### src/rtl/uart_receiver.sv
// 8N1 UART receiver with mid-bit sampling and a small receive-byte FIFO.
// A byte is visible one cycle after its stop-bit sample; when the FIFO is full, incoming bytes are dropped and overflow is set.
module uart_receiver #(
    parameter int comm_clk_frequency = 50_000_000,
    parameter int baud_rate          = 115_200,
    parameter int FIFO_DEPTH         = 4
) (
    input  logic       clk,
    input  logic       reset,
    input  logic       uart_rx,
    output logic [7:0] rx_byte,
    output logic       rx_valid,
    input  logic       rx_ready,
    output logic       framing_error,
    output logic       overflow
);

    localparam int DIV = (comm_clk_frequency + baud_rate / 2) / baud_rate;
    localparam int CW  = $clog2(DIV);
    localparam int PW  = $clog2(FIFO_DEPTH);
    localparam logic [CW-1:0] C_HALF = CW'(DIV / 2 - 1);
    localparam logic [CW-1:0] C_FULL = CW'(DIV - 1);
    localparam logic [PW:0]   C_DEPTH = (PW + 1)'(FIFO_DEPTH);

    typedef enum logic [2:0] {
        S_IDLE, S_START, S_DATA, S_STOP, S_WAIT_IDLE
    } state_t;

    state_t          r_state;
    state_t          w_state_nxt;
    logic            r_sync1;
    logic            r_sync2;
    logic [1:0]      r_warm;
    logic            r_prev;
    logic [CW-1:0]   r_cnt;
    logic [2:0]      r_idx;
    logic [7:0]      r_shift;
    logic            r_framing_error;
    logic            r_overflow;
    logic [7:0]      r_mem [FIFO_DEPTH];
    logic [PW-1:0]   r_wr_ptr;
    logic [PW-1:0]   r_rd_ptr;
    logic [PW:0]     r_count;
    logic [7:0]      r_hold;

    logic w_rxs;
    logic w_fall;
    logic w_tick;
    logic w_load_half;
    logic w_load_full;
    logic w_shift_en;
    logic w_push;
    logic w_ferr;
    logic w_pop;
    logic w_full;
    logic w_wr;

    assign w_rxs  = r_sync2;
    assign w_fall = r_prev & ~w_rxs;
    assign w_tick = (r_cnt == '0);

    // r_warm keeps edge detection blind until the synchronizer holds real line samples,
    // so a line already low at reset release cannot look like a start edge.
    always_ff @(posedge clk) begin
        if (reset) begin
            r_sync1 <= 1'b1;
            r_sync2 <= 1'b1;
            r_warm  <= 2'b00;
            r_prev  <= 1'b0;
        end else begin
            r_sync1 <= uart_rx;
            r_sync2 <= r_sync1;
            r_warm  <= {r_warm[0], 1'b1};
            r_prev  <= r_sync2 & r_warm[1];
        end
    end

    always_ff @(posedge clk) begin
        if (reset) r_state <= S_IDLE;
        else       r_state <= w_state_nxt;
    end

    always_comb begin
        w_state_nxt = r_state;
        case (r_state)
            S_IDLE:      if (w_fall) w_state_nxt = S_START;
            S_START:     if (w_tick) w_state_nxt = w_rxs ? S_IDLE : S_DATA;
            S_DATA:      if (w_tick && r_idx == 3'd7) w_state_nxt = S_STOP;
            S_STOP:      if (w_tick) w_state_nxt = w_rxs ? S_IDLE : S_WAIT_IDLE;
            S_WAIT_IDLE: if (w_rxs) w_state_nxt = S_IDLE;
            default:     w_state_nxt = S_IDLE;
        endcase
    end

    always_comb begin
        w_load_half = 1'b0;
        w_load_full = 1'b0;
        w_shift_en  = 1'b0;
        w_push      = 1'b0;
        w_ferr      = 1'b0;
        case (r_state)
            S_IDLE:  w_load_half = w_fall;
            S_START: w_load_full = w_tick & ~w_rxs;
            S_DATA: begin
                w_shift_en  = w_tick;
                w_load_full = w_tick;
            end
            S_STOP: begin
                w_push = w_tick & w_rxs;
                w_ferr = w_tick & ~w_rxs;
            end
            default: ;
        endcase
    end

    always_ff @(posedge clk) begin
        if (reset) begin
            r_cnt   <= '0;
            r_idx   <= 3'd0;
            r_shift <= 8'h00;
        end else begin
            if (w_load_half)
                r_cnt <= C_HALF;
            else if (w_load_full)
                r_cnt <= C_FULL;
            else if (r_state != S_IDLE && r_state != S_WAIT_IDLE && !w_tick)
                r_cnt <= r_cnt - CW'(1);

            if (r_state == S_START && w_load_full)
                r_idx <= 3'd0;
            else if (w_shift_en) begin
                r_shift[r_idx] <= w_rxs;
                r_idx          <= r_idx + 3'd1;
            end
        end
    end

    always_ff @(posedge clk) begin
        if (reset) r_framing_error <= 1'b0;
        else       r_framing_error <= w_ferr;
    end

    assign w_pop  = rx_valid & rx_ready;
    assign w_full = (r_count == C_DEPTH);
    assign w_wr   = w_push & (~w_full | w_pop);

    always_ff @(posedge clk) begin
        if (w_wr) r_mem[r_wr_ptr] <= r_shift;
    end

    // r_hold keeps the last delivered byte on rx_byte once the FIFO runs empty.
    always_ff @(posedge clk) begin
        if (reset) begin
            r_wr_ptr   <= '0;
            r_rd_ptr   <= '0;
            r_count    <= '0;
            r_hold     <= 8'h00;
            r_overflow <= 1'b0;
        end else begin
            if (w_wr) r_wr_ptr <= r_wr_ptr + PW'(1);
            if (w_pop) begin
                r_rd_ptr <= r_rd_ptr + PW'(1);
                r_hold   <= r_mem[r_rd_ptr];
            end
            case ({w_wr, w_pop})
                2'b10:   r_count <= r_count + (PW + 1)'(1);
                2'b01:   r_count <= r_count - (PW + 1)'(1);
                default: r_count <= r_count;
            endcase
            if (w_push && w_full && !w_pop) r_overflow <= 1'b1;
        end
    end

    assign rx_valid      = (r_count != '0);
    assign rx_byte       = rx_valid ? r_mem[r_rd_ptr] : r_hold;
    assign framing_error = r_framing_error;
    assign overflow      = r_overflow;

endmodule

### config.mk
export PLATFORM = sky130hd
export DESIGN_NAME = uart_receiver
export DESIGN_NICKNAME = d
export VERILOG_FILES = /design/src/rtl/uart_receiver.sv
export SDC_FILE = /design/constraint.sdc
export NUM_CORES = 1
export LEC_CHECK = 0
export ABC_AREA = 1
export CAP_MARGIN = 5
export CORE_ASPECT_RATIO = 1.1
export CORE_MARGIN = 5
export CORE_UTILIZATION = 54
export DETAILED_ROUTE_END_ITERATION = 8
export PLACE_DENSITY_LB_ADDON = 0.1
export SKIP_LAST_GASP = 1
export SLEW_MARGIN = 20
export SYNTH_ARGS = -nofsm -noshare
export SYNTH_HDL_FRONTEND = slang
export SYNTH_SLANG_ARGS = --single-unit
export TNS_END_PERCENT = 10
### constraint.sdc
create_clock -name clk -period 2.2 [get_ports clk]
set_clock_uncertainty 0.2 [all_clocks]
set_input_delay 0.66 -clock clk [delete_from_list [all_inputs] [get_ports clk]]
set_output_delay 0.66 -clock clk [all_outputs]
set_load 0.03 [all_outputs]
==> run_results.csv, run 1 <==
group,metric,value,unit
power_and_ir_drop,switchingPower,1.58,mW
timing,finalCriticalPeriod,2450,ps
route,num_vias,2728,
synthesis,synth_largest_type_area_fraction,27.8,%
route,route.antenna.remaining_nets,0,
final_layout,post_layout_nonfiller_instances,529,
synthesis,postSynthNetCount,403,
clocking,worst_skew_pair.late_latency,350,ps
placed_design,pre_cts_slack,-193,ps
worst_setup_path,startpoint_type,"register",
timing,clock.fmax,407,MHz
synthesis,synth.yosys.seq_area_share,55.1,%
clocking,htree_num_levels,3,
clocking,post_cts_hold_buffer_count,0,
synthesis,synth_top_cell_by_area,"sky130_fd_sc_hd__edfxtp_1",
die,die_w,86.2,µm
power_and_ir_drop,power.density_cell_area,1030,nW/µm²
worst_setup_path,worst_ep_required_time,1340,ps
placed_design,buffer_ports.inserted,14,
die,io_pins,15,
synthesis,netlist_area,3450,µm²
timing,hold_viol,0,
placed_design,place_hpwl,5030,µm
synthesis,netlist-cell-type-count,36,
clocking,clkSinkCount,79,
clocking,numCtsBuffers,9,
power_and_ir_drop,share_clk_of_total_power,23.6,%
power_and_ir_drop,leakagePower,1.79,nW
route,wl_per_cell,13.7,µm
route,drt-pass1-iter-count,5,
route,avg_vias_per_cell,5.16,
placed_design,placed_cells_incl_taps,499,
global_route,grt_pass1_wl,11600,µm
power_and_ir_drop,power.share.switching,35.9,%
synthesis,ys.warnings.count,0,
final_layout,antenna_diode_count,0,
die,rows,30,
timing,number_of_endpoints_failing_setup_at_the_final_stage,11,
clocking,clock_tree.buffer_depth,2,
timing,rsz0062_at_grt,"yes",
min_path,min_path_type,"register to register",
timing,period_share,112,%
route,detail_route.wirelength,7270,µm
clocking,tritoncts,"yes",
placed_design,gp_routability_congestion,0.832,
global_route,grt_start_max_net_pins,21,
timing,report.final.slew_viol_count,0,
global_route,gr-usage-all-layers,18.8,%
global_route,via_count_of_the_first_global_routing_pass,2526,
synthesis,ys_ff_latch,79,
global_route,grt_antenna_before_repair,0,
route,post-route-drc-count,0,
die,core_area,6190,µm²
worst_setup_path,setup.worst_path.end_class,"primary output",
final_layout,final_layout_size_suffix_gt1_share,23.4,%
timing,slew-limit-headroom,75.3,%
clocking,clk_root_buffer_cell,"sky130_fd_sc_hd__clkbuf_8",
die,die_area,8090,µm²
job,drv_cap,0,
power_and_ir_drop,power.share.combinational,37.7,%
power_and_ir_drop,sequential_cell_fraction_of_total_power,38.7,%
timing,worst-slew-pin-transition,367,ps
die,die_height,93.9,µm
power_and_ir_drop,vdd.ir_drop.worst,783,µV
worst_setup_path,worst-setup-path-type,"register to primary output",
global_route,grt_overflow_total,0,
worst_setup_path,worst-endpoint-arrival,1590,ps
synthesis,count_of_mapped_cells_out_of_synthesis,391,
worst_setup_path,path_max_fanout,8,
final_layout,synthToLayoutAreaGrowth,23.2,%
final_layout,num-nets-final,456,
timing,setup_ws,-254,ps
synthesis,postSynthAreaPerCell,8.83,µm²
die,initial_utilization,55.7,%
synthesis,synth.top_cells.by_area,"sky130_fd_sc_hd__edfxtp_1 28%, sky130_fd_sc_hd__dfxtp_1 27%, sky130_fd_sc_hd__o21ai_0 5.9%",
power_and_ir_drop,p_int,2.81,mW
clocking,cts.clk_slew.worst_paths,90,ps
route,initialDrtViolationCount,115,
status,failed_checks,"negative setup slack",
status,run_status,"finished, violations left",
cell families after synthesis:
group           share of synthesized area (%)
buf+inv                                  7.65
xor+xnor                                0.508
fa+ha+maj                                3.12
simple gates                             19.8
compound gates                           13.8
flops                                    55.1
cell type report:
class                   instances  area [µm²]
clock buffers                  11         153
clock inverters                 5        38.8
fillers                       511        1940
inverters                      54         208
multi-input cells             247        1370
flip-flops and latches         79        1910
well taps                      80         100
repair buffers                 53         473
cell usage in the layout (no fill, tap or decap), types with 2 or more instances in the layout:
| master | n |
|---|---|
| sky130_fd_sc_hd__clkbuf_8 | 9 |
| sky130_fd_sc_hd__nand2_1 | 52 |
| sky130_fd_sc_hd__clkdlybuf4s50_1 | 5 |
| sky130_fd_sc_hd__nand4_1 | 4 |
| sky130_fd_sc_hd__clkinvlp_4 | 2 |
| sky130_fd_sc_hd__inv_6 | 2 |
| sky130_fd_sc_hd__edfxtp_1 | 32 |
| sky130_fd_sc_hd__o21ai_2 | 8 |
| sky130_fd_sc_hd__nand3_1 | 20 |
| sky130_fd_sc_hd__dfxtp_1 | 45 |
| sky130_fd_sc_hd__o21ai_1 | 17 |
| sky130_fd_sc_hd__buf_12 | 2 |
| sky130_fd_sc_hd__o22ai_2 | 6 |
| sky130_fd_sc_hd__nand2_4 | 2 |
| sky130_fd_sc_hd__inv_2 | 3 |
| sky130_fd_sc_hd__o22ai_1 | 2 |
| sky130_fd_sc_hd__nor3_1 | 7 |
| sky130_fd_sc_hd__inv_1 | 49 |
| sky130_fd_sc_hd__o21ai_0 | 21 |
| sky130_fd_sc_hd__nor2_1 | 39 |
| sky130_fd_sc_hd__buf_4 | 39 |
| sky130_fd_sc_hd__clkbuf_16 | 2 |
| sky130_fd_sc_hd__nor2_2 | 6 |
| sky130_fd_sc_hd__inv_4 | 3 |
| sky130_fd_sc_hd__nand2_2 | 4 |
| sky130_fd_sc_hd__ha_1 | 7 |
| sky130_fd_sc_hd__buf_6 | 5 |
| sky130_fd_sc_hd__a21oi_1 | 31 |
| sky130_fd_sc_hd__nor2_4 | 5 |
| sky130_fd_sc_hd__or2_2 | 2 |
synthesized netlist by cell type:
library cell and instances:
sky130_fd_sc_hd__a21boi_0 1, sky130_fd_sc_hd__a21oi_1 32, sky130_fd_sc_hd__a31oi_1 1, sky130_fd_sc_hd__buf_1 1
sky130_fd_sc_hd__buf_2 4, sky130_fd_sc_hd__buf_6 2, sky130_fd_sc_hd__clkbuf_1 4, sky130_fd_sc_hd__dfxtp_1 47
sky130_fd_sc_hd__edfxtp_1 32, sky130_fd_sc_hd__fa_1 1, sky130_fd_sc_hd__ha_1 7, sky130_fd_sc_hd__inv_1 52
sky130_fd_sc_hd__inv_2 2, sky130_fd_sc_hd__nand2_1 52, sky130_fd_sc_hd__nand2_2 4, sky130_fd_sc_hd__nand2_4 2
sky130_fd_sc_hd__nand3_1 20, sky130_fd_sc_hd__nand3_2 1, sky130_fd_sc_hd__nand3b_1 1, sky130_fd_sc_hd__nand4_1 4
sky130_fd_sc_hd__nor2_1 43, sky130_fd_sc_hd__nor2_2 3, sky130_fd_sc_hd__nor2_4 4, sky130_fd_sc_hd__nor3_1 7
sky130_fd_sc_hd__nor3b_2 1, sky130_fd_sc_hd__nor4_1 1, sky130_fd_sc_hd__o2111ai_1 1, sky130_fd_sc_hd__o211ai_1 1
sky130_fd_sc_hd__o21ai_0 41, sky130_fd_sc_hd__o21ai_1 5, sky130_fd_sc_hd__o21bai_1 1, sky130_fd_sc_hd__o22ai_1 8
sky130_fd_sc_hd__or2_0 1, sky130_fd_sc_hd__or2_2 2, sky130_fd_sc_hd__xnor2_1 1, sky130_fd_sc_hd__xor2_1 1
worst max-delay path, stage by stage (launching register included):
cell and delay [ps]:
sky130_fd_sc_hd__dfxtp_4 380, sky130_fd_sc_hd__inv_4 80, sky130_fd_sc_hd__clkbuf_16 150, sky130_fd_sc_hd__nor2_1 50
sky130_fd_sc_hd__o22ai_1 180, sky130_fd_sc_hd__inv_1 90, sky130_fd_sc_hd__o21ai_1 130, sky130_fd_sc_hd__buf_4 170
flip-flops by register name (all words and copies together), names as in the netlist, 2 cells and up, named ones only:
| signal | count |
|---|---|
| r_wr_ptr | 2 |
| r_hold | 8 |
| r_mem | 32 |
| r_cnt | 9 |
| r_count | 3 |
| r_warm | 2 |
| r_state | 3 |
| r_idx | 3 |
| r_shift | 8 |
| r_rd_ptr | 2 |
stage by stage:
step / TNS (ps) / util, % / hold WS, ps / power (mW) / area, µm²
floorplan: -21.9 / - / 188 / 2.57 / 3460
global placement: -3490 / 61.8 / 191 / 3.06 / 3830
detailed placement: -4210 / 61.8 / 195 / 3.09 / 3830
CTS: -2340 / 66.4 / 217 / 4.23 / 4110
global route: -3040 / 68.6 / 225 / 4.61 / 4250
finish: -1980 / 68.6 / 212 / 4.39 / 4250
power groups by stage:
stage                     registers, mW  clock network [mW]  logic [mW]
after global routing               1.71                1.13        1.78
after floorplan                    1.70                   0       0.871
after detailed placement           1.71                   0        1.37
after global placement             1.71                   0        1.35
after CTS                          1.69                1.06        1.48
final                              1.70                1.04        1.65
what timing repair did:
item / CTS / global route
resized for setup: 12 / 33
setup buffers: 11 / 2
endpoints found under the setup margin: 11 / 13
cloned: 0 / 1
pin swaps: 4 / 12
path summary, 6_finish.rpt:
check                to  slack, ps  startpoint  depth (start not counted)
max          rx_byte[2]       -250    register                          7
min           r_warm[1]        210   r_warm[0]                          2
max reg2reg   r_hold[3]       -220    register                         15
min reg2reg   r_warm[1]        210   r_warm[0]                          2
layer usage:
layer  track usage (%)  wire length (µm)  up-vias
met5                 0                 0        -
met4              9.09               162        0
met3              3.95               201       13
met2              33.0              3850       39
met1              21.5              3050     1263
li1                  -                 -     1413
Power figures use the tool's default switching activity.
==> run 2: changes to the inputs <==
ABC_CLOCK_PERIOD_IN_PS = 2200   (was default)
==> results of run 2 <==
Same layout as run 1: the final DEF is identical, and so are final timing and power.
